## config.mk

```make
export PLATFORM = sky130hd
export DESIGN_NAME = gray_decoder_monitor
export DESIGN_NICKNAME = d
export VERILOG_FILES = /design/src/rtl/gray_decoder_monitor.sv
export SDC_FILE = /design/constraint.sdc
export NUM_CORES = 1
export LEC_CHECK = 0
export ABC_AREA = 1
export CAP_MARGIN = 10
export CORE_MARGIN = 3
export CORE_UTILIZATION = 49
export DETAILED_ROUTE_END_ITERATION = 8
export GPL_TIMING_DRIVEN = 0
export PLACE_DENSITY = 0.77
export SYNTH_ARGS = -nofsm -noshare
export SYNTH_HDL_FRONTEND = slang
export SYNTH_SLANG_ARGS = --single-unit
```

## constraint.sdc

```tcl
create_clock -name clk -period 1.8 [get_ports clk]
set_clock_uncertainty 0.1 [all_clocks]
set_input_delay 0.36 -clock clk [delete_from_list [all_inputs] [get_ports clk]]
set_output_delay 0.36 -clock clk [all_outputs]
set_load 0.01 [all_outputs]
```

## src/rtl/gray_decoder_monitor.sv

```systemverilog
// Gray-count receiver: decodes each accepted Gray sample to binary and checks
// that consecutive samples differ by one legal single-bit step.
module gray_decoder_monitor #(
    parameter int WIDTH      = 3,
    parameter int RESYNC_LEN = 2,
    parameter int ERR_CNT_W  = 8
) (
    input  logic                 clk,
    input  logic                 rst,
    input  logic [WIDTH-1:0]     gray_in,
    input  logic                 gray_valid,
    input  logic                 err_clr,
    output logic [WIDTH-1:0]     bin_out,
    output logic                 bin_valid,
    output logic                 dir,
    output logic                 hold,
    output logic                 step_err,
    output logic                 locked,
    output logic [ERR_CNT_W-1:0] err_count
);

    localparam int DIST_W = $clog2(WIDTH + 1);
    localparam logic [DIST_W-1:0]    DIST_ZERO     = DIST_W'(0);
    localparam logic [DIST_W-1:0]    DIST_ONE      = DIST_W'(1);
    localparam logic [3:0]           RESYNC_TARGET = 4'(RESYNC_LEN);
    localparam logic [ERR_CNT_W-1:0] ERR_MAX       = {ERR_CNT_W{1'b1}};
    localparam logic [ERR_CNT_W-1:0] ERR_ZERO      = {ERR_CNT_W{1'b0}};
    localparam logic [ERR_CNT_W-1:0] ERR_ONE       = ERR_CNT_W'(1);

    typedef enum logic [1:0] {
        UNLOCK = 2'd0,
        LOCK   = 2'd1,
        RESYNC = 2'd2
    } state_t;

    state_t               state_r;
    logic [WIDTH-1:0]     prev_r;
    logic [3:0]           good_cnt_r;

    logic [DIST_W-1:0]    dist_s;
    logic [WIDTH-1:0]     bin_new_s;
    logic [WIDTH-1:0]     bin_prev_s;
    logic [WIDTH-1:0]     bin_inc_s;
    logic                 up_s;
    logic                 err_event_s;
    logic [ERR_CNT_W-1:0] err_base_s;
    logic [ERR_CNT_W-1:0] err_next_s;

    function automatic logic [WIDTH-1:0] gray_to_bin(input logic [WIDTH-1:0] g);
        logic [WIDTH-1:0] b;
        b[WIDTH-1] = g[WIDTH-1];
        for (int i = WIDTH - 2; i >= 0; i--) begin
            b[i] = b[i+1] ^ g[i];
        end
        return b;
    endfunction

    function automatic logic [DIST_W-1:0] hamming(input logic [WIDTH-1:0] a,
                                                  input logic [WIDTH-1:0] b);
        logic [WIDTH-1:0]  d;
        logic [DIST_W-1:0] n;
        d = a ^ b;
        n = DIST_ZERO;
        for (int i = 0; i < WIDTH; i++) begin
            n = n + DIST_W'(d[i]);
        end
        return n;
    endfunction

    // Step classification and next error count for the current sample.
    always_comb begin
        dist_s      = hamming(gray_in, prev_r);
        bin_new_s   = gray_to_bin(gray_in);
        bin_prev_s  = gray_to_bin(prev_r);
        bin_inc_s   = bin_prev_s + WIDTH'(1);
        up_s        = (bin_new_s == bin_inc_s);
        err_event_s = gray_valid && (state_r != UNLOCK) && (dist_s > DIST_ONE);
        // Clear takes effect before a coincident increment.
        if (err_clr) begin
            err_base_s = ERR_ZERO;
        end else begin
            err_base_s = err_count;
        end
        if (err_event_s && (err_base_s != ERR_MAX)) begin
            err_next_s = err_base_s + ERR_ONE;
        end else begin
            err_next_s = err_base_s;
        end
    end

    // Lock FSM, reference sample and all registered outputs.
    always_ff @(posedge clk or negedge rst) begin
        if (!rst) begin
            state_r    <= UNLOCK;
            prev_r     <= {WIDTH{1'b0}};
            good_cnt_r <= 4'd0;
            bin_out    <= {WIDTH{1'b0}};
            bin_valid  <= 1'b0;
            dir        <= 1'b1;
            hold       <= 1'b0;
            step_err   <= 1'b0;
            locked     <= 1'b0;
            err_count  <= ERR_ZERO;
        end else begin
            bin_valid <= 1'b0;
            hold      <= 1'b0;
            step_err  <= 1'b0;
            err_count <= err_next_s;
            if (gray_valid) begin
                bin_out   <= bin_new_s;
                bin_valid <= 1'b1;
                prev_r    <= gray_in;
                case (state_r)
                    UNLOCK: begin
                        state_r <= LOCK;
                        locked  <= 1'b1;
                    end
                    LOCK: begin
                        if (dist_s == DIST_ZERO) begin
                            hold <= 1'b1;
                        end else if (dist_s == DIST_ONE) begin
                            dir <= up_s;
                        end else begin
                            step_err   <= 1'b1;
                            good_cnt_r <= 4'd0;
                            state_r    <= RESYNC;
                            locked     <= 1'b0;
                        end
                    end
                    RESYNC: begin
                        if (dist_s == DIST_ZERO) begin
                            hold <= 1'b1;
                        end else if (dist_s == DIST_ONE) begin
                            dir <= up_s;
                            if ((good_cnt_r + 4'd1) == RESYNC_TARGET) begin
                                good_cnt_r <= 4'd0;
                                state_r    <= LOCK;
                                locked     <= 1'b1;
                            end else begin
                                good_cnt_r <= good_cnt_r + 4'd1;
                            end
                        end else begin
                            step_err   <= 1'b1;
                            good_cnt_r <= 4'd0;
                        end
                    end
                    default: begin
                        state_r    <= UNLOCK;
                        good_cnt_r <= 4'd0;
                        locked     <= 1'b0;
                    end
                endcase
            end
        end
    end

endmodule

```

==> impl_metrics.csv, run 1 <==
group,metric,value,unit
outcome,status,"finished with violations",
outcome,violations,"setup timing",
setup_path,crit_path_max_fanout,3,
synth,yosys_most_used_dff,"dfrtp_1",
detailed_routing,ant_nets,0,
detailed_routing,route.detailed.drc,0,
placed_design,placed_area,0.001886,sq mm
synth,yosysMostFrequentCell,"nand2_1",
synth,syn_nets,224,
setup_path,crit_buf_inv,1,
power_and_ir_drop,peakVddDrop,0.4611,mV
cells_and_area,diodes,0,
power_and_ir_drop,powerDensity,915.0,mW/mm^2
timing,fin_setup_tns,-1.031,ns
power_and_ir_drop,leakage,1.119,nW
clocking,cts_hold_buf,0,
synth,synth_seq_cells,24,
grt,grt.total_usage,16.81,%
timing,layout_setup_ws,-0.1680,ns
cells_and_area,postLayoutCellArea,0.002103,sq mm
detailed_routing,vias,1419,
synth,syn_area,0.001590,sq mm
floorplanning,rows,20,
detailed_routing,routedWlPerCell,10.82,microns
synth,ys_warn_count,0,
timing,worst_slew_pin_slew,1.038,ns
timing,setup_viol_count_final,9,
placed_design,port_buffers,22,
clocking,cts_sinks,24,
clocking,clock-root-buffer,"clkbuf_4",
cells_and_area,finalNetCount,259,
synth,synth_edf_count,0,
timing,fin_crit_sh,109.3,%
setup_path,cp.required,1.98,ns
synth,synth_largest_area_cell,"dfrtp_1",
setup_path,path_class,"register to register",
setup_path,cp_slowest_cell,"fa_2",
grt,grt_overflow_total,0,
floorplanning,die_h,62.97,microns
hold_path,min_path_type,"input port to register",
detailed_routing,drt_wl_total,3.104,mm
grt,grt_start_max_net_pins,25,
grt,grt_pass1_vias,1314,
clocking,clkTransAtPathRegs,0.14,ns
setup_path,cp-end-kind,"register",
synth,synth_common_cells,"nand2_1, dfrtp_1, inv_1",
timing,max_freq,508.1,MHz
clocking,h-tree-depth,1,
grt,antenna_found_initial,0,
setup_path,slowest_delay,0.62,ns
setup_path,path_cells,"xnor2_2, fa_2, nor2_4, nand2_2, nand2_2, nor2_4, buf_6, nand3_2, nand2_2",
clocking,cts_buffers,3,
placed_design,place_ws,-0.7501,ns
setup_path,crit_family,"adder cells",
cells_and_area,nFillCells,260,
timing,max_slew_margin,30.59,%
clocking,cts.path.max_buffers,2,
job,cap_violations,0,
detailed_routing,drtIter0Drc,85,
floorplanning,io_pins,23,
placed_design,place_congestion,0.8417,
synth,seq_area_frac_synth,37.84,%
setup_path,startpoint_type,"register",
synth,async_reset_ff_share,100.0,%
synth,avgSynthCellArea,7.609,sq um
setup_path,cp_common_cell,"nand2_2",
timing,min_period,1.968,ns
synth,synth_cell_type_count,29,
floorplanning,start_util,51.67,%
clocking,clk_latency,0.32,ns
placed_design,dp_hpwl,2.260,mm
detailed_routing,dr.pass1.iters,4,
detailed_routing,viasPerCell,4.944,
synth,synth_top_area_share,36.19,%
floorplanning,fp.coreArea,0.003078,sq mm
setup_path,cp.arrival,2.14,ns
timing,hold_viol,0,
floorplanning,die_x,62.97,microns
cells_and_area,drive_above_1_share,27.16,%
timing,slew_violations,0,
cells_and_area,area_growth,32.26,%
timing,rsz0062_at_grt,"true",
synth,syn_inst,209,
clocking,tritoncts,"done",
floorplanning,fp.dieArea,0.003965,sq mm
synth,synthTopCellsByArea,"dfrtp_1, nand2_1, ha_1, nand3_1, inv_1",
grt,grt_pass1_wl,5.492,mm
==> layout make-up <==
class,count,area (sq um),area share [%]
buffer,2,15.01,0.7139
clock buffer,3,22.52,1.071
clock inverter,1,30.03,1.428
inverter,32,138.9,6.603
multi-input combinational,151,943.4,44.85
sequential,24,605.6,28.79
tap,44,55.05,2.617
timing repair buffer,30,292.8,13.92
==> tightest hold or removal path: cells and delay by family <==
kind,cells,cell delay [ns]
buffers and inverters,1,0.18
and+or+nand+nor,3,0.21
==> metal layers <==
| metal | wire [microns] | track usage (%) | vias to the layer above |
|---|---|---|---|
| met4 | 30 | 4.132 | 0 |
| met5 | 0 | 0 | - |
| met3 | 85 | 2.338 | 4 |
| met1 | 1413 | 21.76 | 665 |
| met2 | 1574 | 29.38 | 25 |
| li1 | - | - | 725 |
==> power breakdown <==
group	leakage, nW	total, W	internal (W)	switching, W
sequential	0.310	0.000690	0.000628	0.0000614
combinational	0.781	0.000838	0.000354	0.000484
clock	0.0279	0.000396	0.000225	0.000171
total	1.12	0.00192	0.00121	0.000717
==> cell usage in the layout, fill, tap and decap left out, types with 2 or more instances in the layout <==
| master | count |
|---|---|
| nand3_1 | 12 |
| dfrtp_1 | 20 |
| nand2_1 | 64 |
| inv_4 | 2 |
| nor2_1 | 10 |
| o21ai_0 | 7 |
| nand4_1 | 5 |
| nor2_4 | 4 |
| inv_2 | 8 |
| dfrtp_2 | 3 |
| clkdlybuf4s50_1 | 16 |
| o21ai_4 | 2 |
| buf_4 | 8 |
| clkbuf_4 | 3 |
| xor2_1 | 3 |
| nand2_4 | 6 |
| nand3_2 | 5 |
| o21ai_1 | 3 |
| nor2_2 | 2 |
| inv_1 | 21 |
| nand2_2 | 11 |
| dlygate4sd2_1 | 5 |
| xnor2_2 | 3 |
| ha_1 | 7 |
==> per-stage QoR <==
| step | utilization (%) | hold WS, ns | cells | total power [W] |
|---|---|---|---|---|
| floorplan | - | -0.03559 | 209 | 0.001159 |
| global placement | 61.26 | 0.3561 | 275 | 0.001365 |
| global route | 68.33 | 0.3571 | 287 | 0.002056 |
| finish | 68.33 | 0.3426 | 287 | 0.001924 |
| CTS | 65.57 | 0.3887 | 283 | 0.001837 |
| detailed placement | 61.26 | 0.3664 | 275 | 0.001379 |
==> sequential cells by signal, summed over array words and instances, names as in the netlist <==
signal and cells:
bin_out 3, bin_valid 1, dir 1, err_count 8, good_cnt_r 4, hold 1, locked 1, prev_r 2
state_r 2, step_err 1
==> final timing paths <==
check | slack, ns | endpoint | from | cells after the start
max | -0.17 | state_r[1]$_DFFE_PN0P_ | prev_r[1]$_DFFE_PN0P_ | 9
min | 0.34 | err_count[1]$_DFF_PN0_ | err_clr | 4
max reg2reg | -0.17 | state_r[1]$_DFFE_PN0P_ | prev_r[1]$_DFFE_PN0P_ | 9
min reg2reg | 0.40 | locked$_DFFE_PN0P_ | locked$_DFFE_PN0P_ | 2
max in group asynchronous | 0.41 | err_count[3]$_DFF_PN0_ | rst | 1
min in group asynchronous | 0.48 | good_cnt_r[2]$_DFFE_PN0P_ | rst | 1
==> what timing repair did <==
| action | 4_1_cts | 5_1_grt |
|---|---|---|
| setup endpoints to repair | 18 | 18 |
| gates resized for setup | 17 | 16 |
| pin swaps | 14 | 10 |
| buffers inserted | 4 | 4 |
==> cell families (layout without fill, tap and decap cells) <==
group / Yosys count / in the layout / synth area share, %
AND/OR/NAND/NOR: 123 / 123 / 37.21
buffers and inverters: 34 / 68 / 9.678
flip-flops: 24 / 24 / 37.84
AO/OA/AOI/OAI: 14 / 14 / 5.193
adder cells (fa/ha/maj): 8 / 8 / 6.766
XOR/XNOR: 6 / 6 / 3.305
Power figures use the tool's default switching activity.
==> run 2, diff against run 1 <==
--- a/config.mk
+++ b/config.mk
@@ -8,10 +8,11 @@
 export ABC_AREA = 1
 export CAP_MARGIN = 10
 export CORE_MARGIN = 3
-export CORE_UTILIZATION = 49
+export CORE_UTILIZATION = 55
 export DETAILED_ROUTE_END_ITERATION = 8
+export DONT_BUFFER_PORTS = 1
 export GPL_TIMING_DRIVEN = 0
-export PLACE_DENSITY = 0.77
+export PLACE_DENSITY = 0.74
 export SYNTH_ARGS = -nofsm -noshare
 export SYNTH_HDL_FRONTEND = slang
 export SYNTH_SLANG_ARGS = --single-unit
==> run 2 against run 1 <==
  * The run still ends with setup timing left
  * Total power decreased by 5.7%
  * Non-clock buffer count decreased by 20
  * Utilization increased by 2.8 points
  * Largest cell class unchanged
==> impl_metrics.csv, run 2 (synthesized netlist as in run 1, its figures left out) <==
group,metric,value,unit
outcome,status,"finished with violations",
outcome,violations,"setup timing",
grt,grt_pass1_wl,5.195,mm
detailed_routing,ant_nets,0,
placed_design,place_congestion,0.7988,
power_and_ir_drop,total_power,0.001814,W
cells_and_area,final_cell_mix,"nand2_1, dfrtp_1, inv_1",
cells_and_area,final_common_cell,"nand2_1",
power_and_ir_drop,leakage,1.015,nW
cells_and_area,final_cells,253,
timing,fin_setup_tns,-1.388,ns
floorplanning,rows,18,
cells_and_area,drive_above_1_share,28.70,%
timing,rsz0062_at_grt,"true",
power_and_ir_drop,powerDensity,975.8,mW/mm^2
detailed_routing,dr.pass1.iters,4,
setup_path,cp.arrival,2.13,ns
detailed_routing,routedWlPerCell,12.77,microns
floorplanning,io_pins,23,
timing,max_slew_margin,29.87,%
clocking,cts_buffers,3,
floorplanning,fp.coreArea,0.002613,sq mm
cells_and_area,area_growth,16.92,%
detailed_routing,route.detailed.drc,0,
grt,grt.total_usage,19.10,%
timing,layout_setup_ws,-0.2077,ns
cells_and_area,diodes,0,
setup_path,crit_path_max_fanout,4,
grt,grt_start_max_net_pins,25,
grt,met2_usage,34.72,%
detailed_routing,viasPerCell,5.435,
floorplanning,start_util,60.87,%
placed_design,placed_area,0.001648,sq mm
floorplanning,fp.dieArea,0.003572,sq mm
clocking,h-tree-depth,1,
hold_path,min_path_type,"input port to register",
timing,fin_crit_sh,111.5,%
timing,hold_viol,0,
clocking,tritoncts,"done",
clocking,clk_latency,0.32,ns
detailed_routing,drt_wl_total,3.231,mm
floorplanning,die_h,59.77,microns
detailed_routing,vias,1375,
clocking,clock-root-buffer,"clkbuf_4",
cells_and_area,finalNetCount,239,
cells_and_area,registers.top_by_ff_count,"err_count",
timing,hold_ws,0.04893,ns
cells_and_area,postLayoutCellArea,0.001859,sq mm
grt,grt_pass1_vias,1281,
timing,max_freq,498.1,MHz
detailed_routing,drtIter0Drc,57,
timing,worst_slew_pin_slew,1.049,ns
grt,use_met1,21.62,%
grt,grtUsageMet3,3.240,%
setup_path,startpoint_type,"register",
clocking,cts_sinks,24,
clocking,cts.path.max_buffers,2,
grt,busiest_layer,"met2",
grt,grt_overflow_total,0,
job,cap_violations,0,
setup_path,path_class,"register to register",
timing,min_period,2.008,ns
floorplanning,die_x,59.77,microns
power_and_ir_drop,peakVddDrop,0.8159,mV
setup_path,cp-end-kind,"register",
cells_and_area,largestRegisters,"err_count x8, good_cnt_r x4, bin_out x3",
timing,slew_violations,0,
placed_design,dp_hpwl,2.305,mm
grt,antenna_found_initial,0,
setup_path,cp.required,1.93,ns
cells_and_area,largest_register_ff_count,8,
placed_design,dp.cells,239,
placed_design,port_buffers,0,
clocking,clkTransAtPathRegs,0.13,ns
timing,setup_viol_count_final,14,
## run 2: final timing paths
kind | slack [ns] | endpoint | depth (start not counted) | from
worst max-delay path | -0.21 | state_r[1]$_DFFE_PN0P_ | 10 | prev_r[1]$_DFFE_PN0P_
worst min-delay path | 0.05 | bin_out[2]$_DFFE_PN0P_ | 2 | gray_in[2]
worst max register to register | -0.21 | state_r[1]$_DFFE_PN0P_ | 10 | prev_r[1]$_DFFE_PN0P_
worst min register to register | 0.43 | dir$_DFFE_PN1P_ | 2 | dir$_DFFE_PN1P_
max in group asynchronous | 0.35 | bin_out[2]$_DFFE_PN0P_ | 1 | rst
min in group asynchronous | 0.56 | err_count[2]$_DFF_PN0_ | 1 | rst
## run 2: metrics by stage
step | utilization, % | setup WS, ns
after floorplan | - | -0.05885
after global placement | 63.07 | -0.1678
after detailed placement | 63.07 | -0.2093
after CTS | 67.43 | -0.1627
after global routing | 71.17 | -0.2910
final | 71.17 | -0.2077
## run 2: where the power goes
group / total [W] / internal, W / leakage [nW] / switching (W)
logic: 0.000698 / 0.000276 / 0.675 / 0.000422
clock network: 0.000393 / 0.000225 / 0.0279 / 0.000168
registers: 0.000723 / 0.000629 / 0.313 / 0.0000941
## run 2: critical path: stages (launching register included)
cell and delay [ns]:
dfrtp_1 0.43, xnor2_2 0.16, fa_2 0.62, nand2_2 0.08, inv_2 0.07, nand2_2 0.06, o21ai_2 0.10, nor2_4 0.08
buf_6 0.12, nand3_2 0.05, nand2_1 0.05
## run 2: timing repair
item	4_1_cts	5_1_grt
resized for setup	3	20
endpoints found under the hold margin	25	0
buffers inserted	4	4
hold buffers	2	0
endpoints found under the setup margin	16	16
pin swaps	2	12
## run 2: final cells by class
class / count / area, sq um
Clock buffer: 3 / 22.52
Timing Repair Buffer: 10 / 87.58
Inverter: 32 / 138.9
Fill cell: 205 / 753.2
Sequential cell: 24 / 603.1
Buffer: 2 / 15.01
Multi-Input combinational cell: 151 / 924.6
Clock inverter: 1 / 30.03
Tap cell: 30 / 37.54
## run 2: routing by layer
layer	routed length (microns)	vias up
li1	-	678
met4	55	0
met3	140	7
met1	1340	658
met5	0	-
met2	1695	32
==> run 3, diff against run 2 <==
--- a/config.mk
+++ b/config.mk
@@ -8,11 +8,11 @@
 export ABC_AREA = 1
 export CAP_MARGIN = 10
 export CORE_MARGIN = 3
-export CORE_UTILIZATION = 55
+export CORE_UTILIZATION = 56
 export DETAILED_ROUTE_END_ITERATION = 8
 export DONT_BUFFER_PORTS = 1
 export GPL_TIMING_DRIVEN = 0
-export PLACE_DENSITY = 0.74
+export PLACE_DENSITY = 0.75
 export SYNTH_ARGS = -nofsm -noshare
 export SYNTH_HDL_FRONTEND = slang
 export SYNTH_SLANG_ARGS = --single-unit
==> constraint.sdc (replaced) <==
create_clock -name clk -period 1.67 [get_ports clk]
set_clock_uncertainty 0.1 [all_clocks]
set_input_delay 0.334 -clock clk [delete_from_list [all_inputs] [get_ports clk]]
set_output_delay 0.334 -clock clk [all_outputs]
set_load 0.01 [all_outputs]
==> run 3 against run 2 <==
  * The run still ends with setup timing left
  * Highest routed layer unchanged
  * Wire length is 3.7% lower
  * Critical endpoint is now locked$_DFFE_PN0P_
  * Critical path depth is 2 lower
  * First-iteration DRC count is 7.0% higher
  * Clock-buffer cell count stayed put
  * Global-route usage is 1.3 points higher
  * Non-clock buffer count is 3 lower
  * Design area is 2.6% lower
  * Total power is 3.6% higher
  * Setup slack worse by 0.093 ns
  * Final cell count is 1.2% lower
  * Utilization is 1.2 points lower
  * Sequential power is 7.7% higher
==> impl_metrics.csv, run 3 (synthesized netlist as in run 1, its figures left out) <==
group,metric,value,unit
timing,rsz0062_at_grt,"true",
placed_design,dp_hpwl,2.288,mm
cells_and_area,final_common_cell,"nand2_1",
setup_path,startpoint_type,"register",
outcome,status,"finished with violations",
timing,fin_crit_sh,118.0,%
setup_path,worst-r2r-setup-slack,-0.30,ns
floorplanning,io_pins,23,
timing,min_period,1.971,ns
clocking,cts_buffers,3,
power_and_ir_drop,swShare,37.43,%
setup_path,path_class,"register to register",
clocking,clock-root-buffer,"clkbuf_4",
cells_and_area,largestRegisters,"err_count x8, good_cnt_r x4, bin_out x3",
setup_path,cp.arrival,2.09,ns
power_and_ir_drop,clockPowerShare,22.4,%
detailed_routing,route.detailed.drc,0,
detailed_routing,viasPerCell,5.312,
timing,fin_setup_tns,-2.972,ns
timing,layout_setup_ws,-0.3009,ns
detailed_routing,ant_nets,0,
job,cap_violations,0,
grt,antenna_found_initial,0,
grt,grt_pass1_vias,1404,
setup_path,slowest_delay,0.48,ns
detailed_routing,dr.pass1.iters,4,
clocking,cts.path.max_buffers,2,
hold_path,hp-start,"gray_in[0]",
timing,worst_slew_pin_slew,1.071,ns
clocking,tritoncts,"done",
setup_path,crit_path_max_fanout,3,
power_and_ir_drop,internal_power,0.001176,W
setup_path,cp-end-kind,"register",
placed_design,place_congestion,0.7965,
timing,slew_violations,0,
hold_path,min_path_type,"input port to register",
placed_design,dp.cells,239,
power_and_ir_drop,total_power,0.001879,W
timing,setup_viol_count_final,16,
setup_path,reg2reg_to,"locked$_DFFE_PN0P_",
cells_and_area,registers.top_by_ff_count,"err_count",
clocking,cts_sinks,24,
cells_and_area,drive_above_1_share,24.55,%
floorplanning,fp.dieArea,0.003515,sq mm
timing,hold_viol,0,
detailed_routing,drt_wl_total,3.112,mm
detailed_routing,vias,1328,
cells_and_area,diodes,0,
power_and_ir_drop,powerDensity,1037,mW/mm^2
setup_path,cp_common_cell,"nand2_1",
grt,grt_overflow_total,0,
clocking,h-tree-depth,1,
floorplanning,die_x,59.29,microns
setup_path,cp_slowest_cell,"fa_2",
placed_design,port_buffers,0,
outcome,violations,"setup timing",
clocking,clk_latency,0.31,ns
grt,grt_start_max_net_pins,25,
detailed_routing,routedWlPerCell,12.45,microns
timing,max_freq,507.4,MHz
clocking,clkTransAtPathRegs,0.13,ns
power_and_ir_drop,leakage,1.018,nW
setup_path,path_cells,"xnor2_2, fa_2, nor2_2, o21ai_2, nor2_2, nand2_1, nand2_1, nand2_1",
timing,max_slew_margin,28.57,%
hold_path,min_to,"prev_r[0]$_DFFE_PN0P_",
cells_and_area,finalNetCount,236,
setup_path,reg2regPathDepth,8,
floorplanning,rows,18,
cells_and_area,final_cell_mix,"nand2_1, inv_1, dfrtp_1",
cells_and_area,area_growth,13.93,%
setup_path,r2r_start,"bin_out[2]$_DFFE_PN0P_",
timing,hold_ws,0.03022,ns
grt,grt.total_usage,20.44,%
floorplanning,fp.coreArea,0.002590,sq mm
setup_path,cp.required,1.79,ns
power_and_ir_drop,power.switching,0.0007034,W
hold_path,min_path_cells,2,
cells_and_area,largest_register_ff_count,8,
power_and_ir_drop,peakVddDrop,0.8967,mV
detailed_routing,drtIter0Drc,61,
cells_and_area,final_cells,250,
floorplanning,die_h,59.29,microns
power_and_ir_drop,combPwrFrac,36.2,%
power_and_ir_drop,pwr-share-seq,41.5,%
grt,grt_pass1_wl,5.499,mm
floorplanning,start_util,61.40,%
==> run 3: metrics by stage <==
step / worst slack (ns) / utilization, % / area [sq um]
6_report: -0.3009 / 69.95 / 1812
5_1_grt: -0.3950 / 69.95 / 1812
4_1_cts: -0.2920 / 69.08 / 1789
3_5_place_dp: -0.3447 / 63.62 / 1648
3_3_place_gp: -0.2820 / 63.62 / 1648
2_1_floorplan: -0.1889 / - / 1610
==> run 3: layer usage <==
metal	routed length [microns]	global-route usage, %	up-vias	part of all wire, %
li1	-	-	679	-
met1	1324	23.31	618	43
met2	1610	36.04	25	52
met3	127	3.704	6	4.1
met4	49	10.36	0	1.6
met5	0	0	-	0
==> run 3: repair_timing <==
action	CTS	global route
gates cloned	0	0
hold endpoints to repair	25	0
pin swaps	8	2
hold buffers	2	0
gates resized for setup	8	7
setup endpoints to repair	16	18
buffers inserted	5	0
==> run 3: cell type report <==
type | instances | area (sq um)
buffer | 2 | 15.01
clock buffer | 3 | 22.52
clock inverter | 1 | 30.03
fill | 208 | 778.2
inverter | 32 | 138.9
multi-input combinational | 151 | 899.6
sequential | 24 | 604.3
tap | 30 | 37.54
timing repair buffer | 7 | 63.81
==> run 3: worst max path at each step <==
stage                           startpoint                endpoint  slack (ns)
floorplan            prev_r[0]$_DFFE_PN0P_      locked$_DFFE_PN0P_       -0.19
global placement    bin_out[2]$_DFFE_PN0P_  state_r[1]$_DFFE_PN0P_       -0.28
detailed placement   prev_r[1]$_DFFE_PN0P_  state_r[0]$_DFFE_PN0P_       -0.34
CTS                  prev_r[1]$_DFFE_PN0P_  state_r[0]$_DFFE_PN0P_       -0.29
global route         prev_r[1]$_DFFE_PN0P_      locked$_DFFE_PN0P_       -0.39
finish              bin_out[2]$_DFFE_PN0P_      locked$_DFFE_PN0P_       -0.30
==> run 3: power by group through the flow <==
stage	sequential (W)	clock, W	combinational, W
after floorplan	0.000774	0	0.000475
after global placement	0.000789	0	0.000548
after detailed placement	0.000794	0	0.000569
after CTS	0.000780	0.000434	0.000651
after global routing	0.000795	0.000469	0.000760
final	0.000779	0.000420	0.000680
==> run 3: critical path, delay by kind of cell, from the launching register on <==
family          cells  cell delay, ns
compound gates      1            0.09
flops               1            0.45
fa+ha+maj           1            0.48
xor+xnor            1            0.15
simple gates        5            0.60
==> patch (config.mk and constraints of run 1) <==
Change the parameter `ERR_CNT_W` from 8 to 9.
--- a/src/rtl/gray_decoder_monitor.sv
+++ b/src/rtl/gray_decoder_monitor.sv
@@ -5,3 +5,3 @@
     parameter int RESYNC_LEN = 2,
-    parameter int ERR_CNT_W  = 8
+    parameter int ERR_CNT_W  = 9
 ) (
Interface: changed (resized err_count); port bits go from 23 to 24. No check against the original RTL was run, so the function may have changed too.
==> patch against run 1 <==
The run still ends with setup timing left; worst setup slack got worse by 0.050 ns; area after synthesis fell by 7.6%; design area fell by 1.4%; via count fell by 3.9%; sequential cell count did not move; wire length rose by 18%; power fell by 6.4%; highest routed layer unchanged.
==> patch: results (changes against run 1) <==
[clock_network]
clk_path_buf_depth = 2  ; unchanged
holdBufCountCts = 0  ; unchanged
cts_resized = 36  ; +19
clk_pin_slew_ns = 0.13
htree_levels = 1  ; unchanged
insertion_delay_ns = 0.32  ; about the same
post-cts-setup-buffer-count = 13  ; +9
root_buffer = clkbuf_4

[yosys]
yosys-top-cells-area = dfrtp_1 39%, nand2_1 14%, inv_1 7.4%
synthTopCellsByCount = 54 x nand2_1, 29 x inv_1, 23 x dfrtp_1
synth_nets = 199  ; -11%
async_flop_share = 1.00  ; unchanged
yosysWarnings = 0  ; unchanged
seq_area_frac_synth = 0.410  ; +0.0313
synth_cell_types = 29  ; unchanged

[power_and_ir_drop]
peakVddDrop_uv = 511  ; +11%
p_leak_uw = 0.00110  ; -2.0%

[outcome]
violations = setup timing
status = complete, but fails checks

[worst_setup_path]
r2r-end = err_count[4]
reg2reg_depth = 12  ; +3
crit_family = simple AND/OR/NAND/NOR gates
arrival_ns = 2.14  ; about the same
worstReg2RegStart = err_count[1]
path_max_fanout = 4  ; +1
slowest_delay_ns = 0.42  ; -0.20 ns
cp_slowest_cell = dfrtp_1

[sta]
whs_ns = 0.338  ; -0.00505 ns
slew_headroom = 0.271  ; -0.0350
setup_slack_ns = -0.218  ; -0.0498 ns
setup_viol = 15  ; +6

[detailed_routing]
drt_wl_total_mm = 3.67  ; +18%
dr.pass1.iters = 4  ; unchanged
drt_iter0_drc = 76  ; -11%
routed_via_density = 5.19  ; +4.9%

[global_route]
grt_usage = 0.210  ; +0.0418
antenna_found_initial = 0  ; unchanged
grt_pass1_vias = 1266  ; -3.7%
grt_pass1_wl_mm = 5.71  ; +3.9%
grt_max_degree = 25  ; unchanged

[layout]
antennaDiodeCount = 0  ; unchanged
drive_gt1_frac = 0.315  ; +0.0431
final_nets = 248  ; -4.2%
fill_cells = 197  ; -24%
reg_top3 = err_count (9), good_cnt_r (4), bin_out (3)

[min_path]
min-delay-start = err_clr
worstHoldEndpoint = err_count[8]
hold_path_depth = 4  ; unchanged
holdCritPathClass = in -> reg

[place]
gp_congestion = 0.874  ; +3.8%
pre_cts_ws_ns = -1.08  ; -0.332 ns
numPortBuffers = 23  ; +4.5%
hpwl_mm = 2.31  ; +2.2%

-- patch: cells by family after synthesis --
group / synth area share
and+or+nand+nor: 0.310
buffers and inverters: 0.103
DFF: 0.410
AOI/OAI and AO/OA: 0.0503
xor gates and xnor gates: 0.0537
adders and majority gates: 0.0733
-- patch: through the flow --
stage	area (µm²)	TNS, ns	power (µW)	cells
after floorplan	1490	-0.973	1100	184
after global placement	1760	-11.94	1300	238
after detailed placement	1760	-12.83	1330	238
after CTS	1990	-1.49	1760	255
after global routing	2070	-3.45	1930	263
final	2070	-2.05	1800	263
-- patch: layout make-up --
class | instances | area, µm² | share of cell area
Clock buffer | 4 | 36.3 | 0.0175
Multi-Input combinational cell | 124 | 860 | 0.414
Sequential cell | 24 | 602 | 0.290
Inverter | 34 | 138 | 0.0663
Tap cell | 31 | 38.8 | 0.0187
Buffer | 2 | 18.8 | 0.00905
Timing Repair Buffer | 44 | 382 | 0.184
-- patch: layer usage --
| layer | track usage | share of wire |
|---|---|---|
| met5 | 0 | 0 |
| met4 | 0.0867 | 0.025 |
| met3 | 0.0277 | 0.030 |
| met2 | 0.377 | 0.53 |
| met1 | 0.251 | 0.41 |
-- patch: worst max-delay path by stage --
stage | from | to | depth (start not counted)
2_1_floorplan | err_count[1] | err_count[5] | 13
3_3_place_gp | err_clr | err_count[5] | 15
3_5_place_dp | err_clr | err_count[5] | 15
4_1_cts | err_count[0] | err_count[5] | 13
5_1_grt | err_count[1] | err_count[5] | 13
6_report | err_count[1] | err_count[4] | 12
-- patch: where the power goes --
part | internal [µW] | total [µW] | switching, µW
Sequential | 616 | 678 | 62.4
Combinational | 351 | 827 | 476
Clock | 124 | 296 | 172
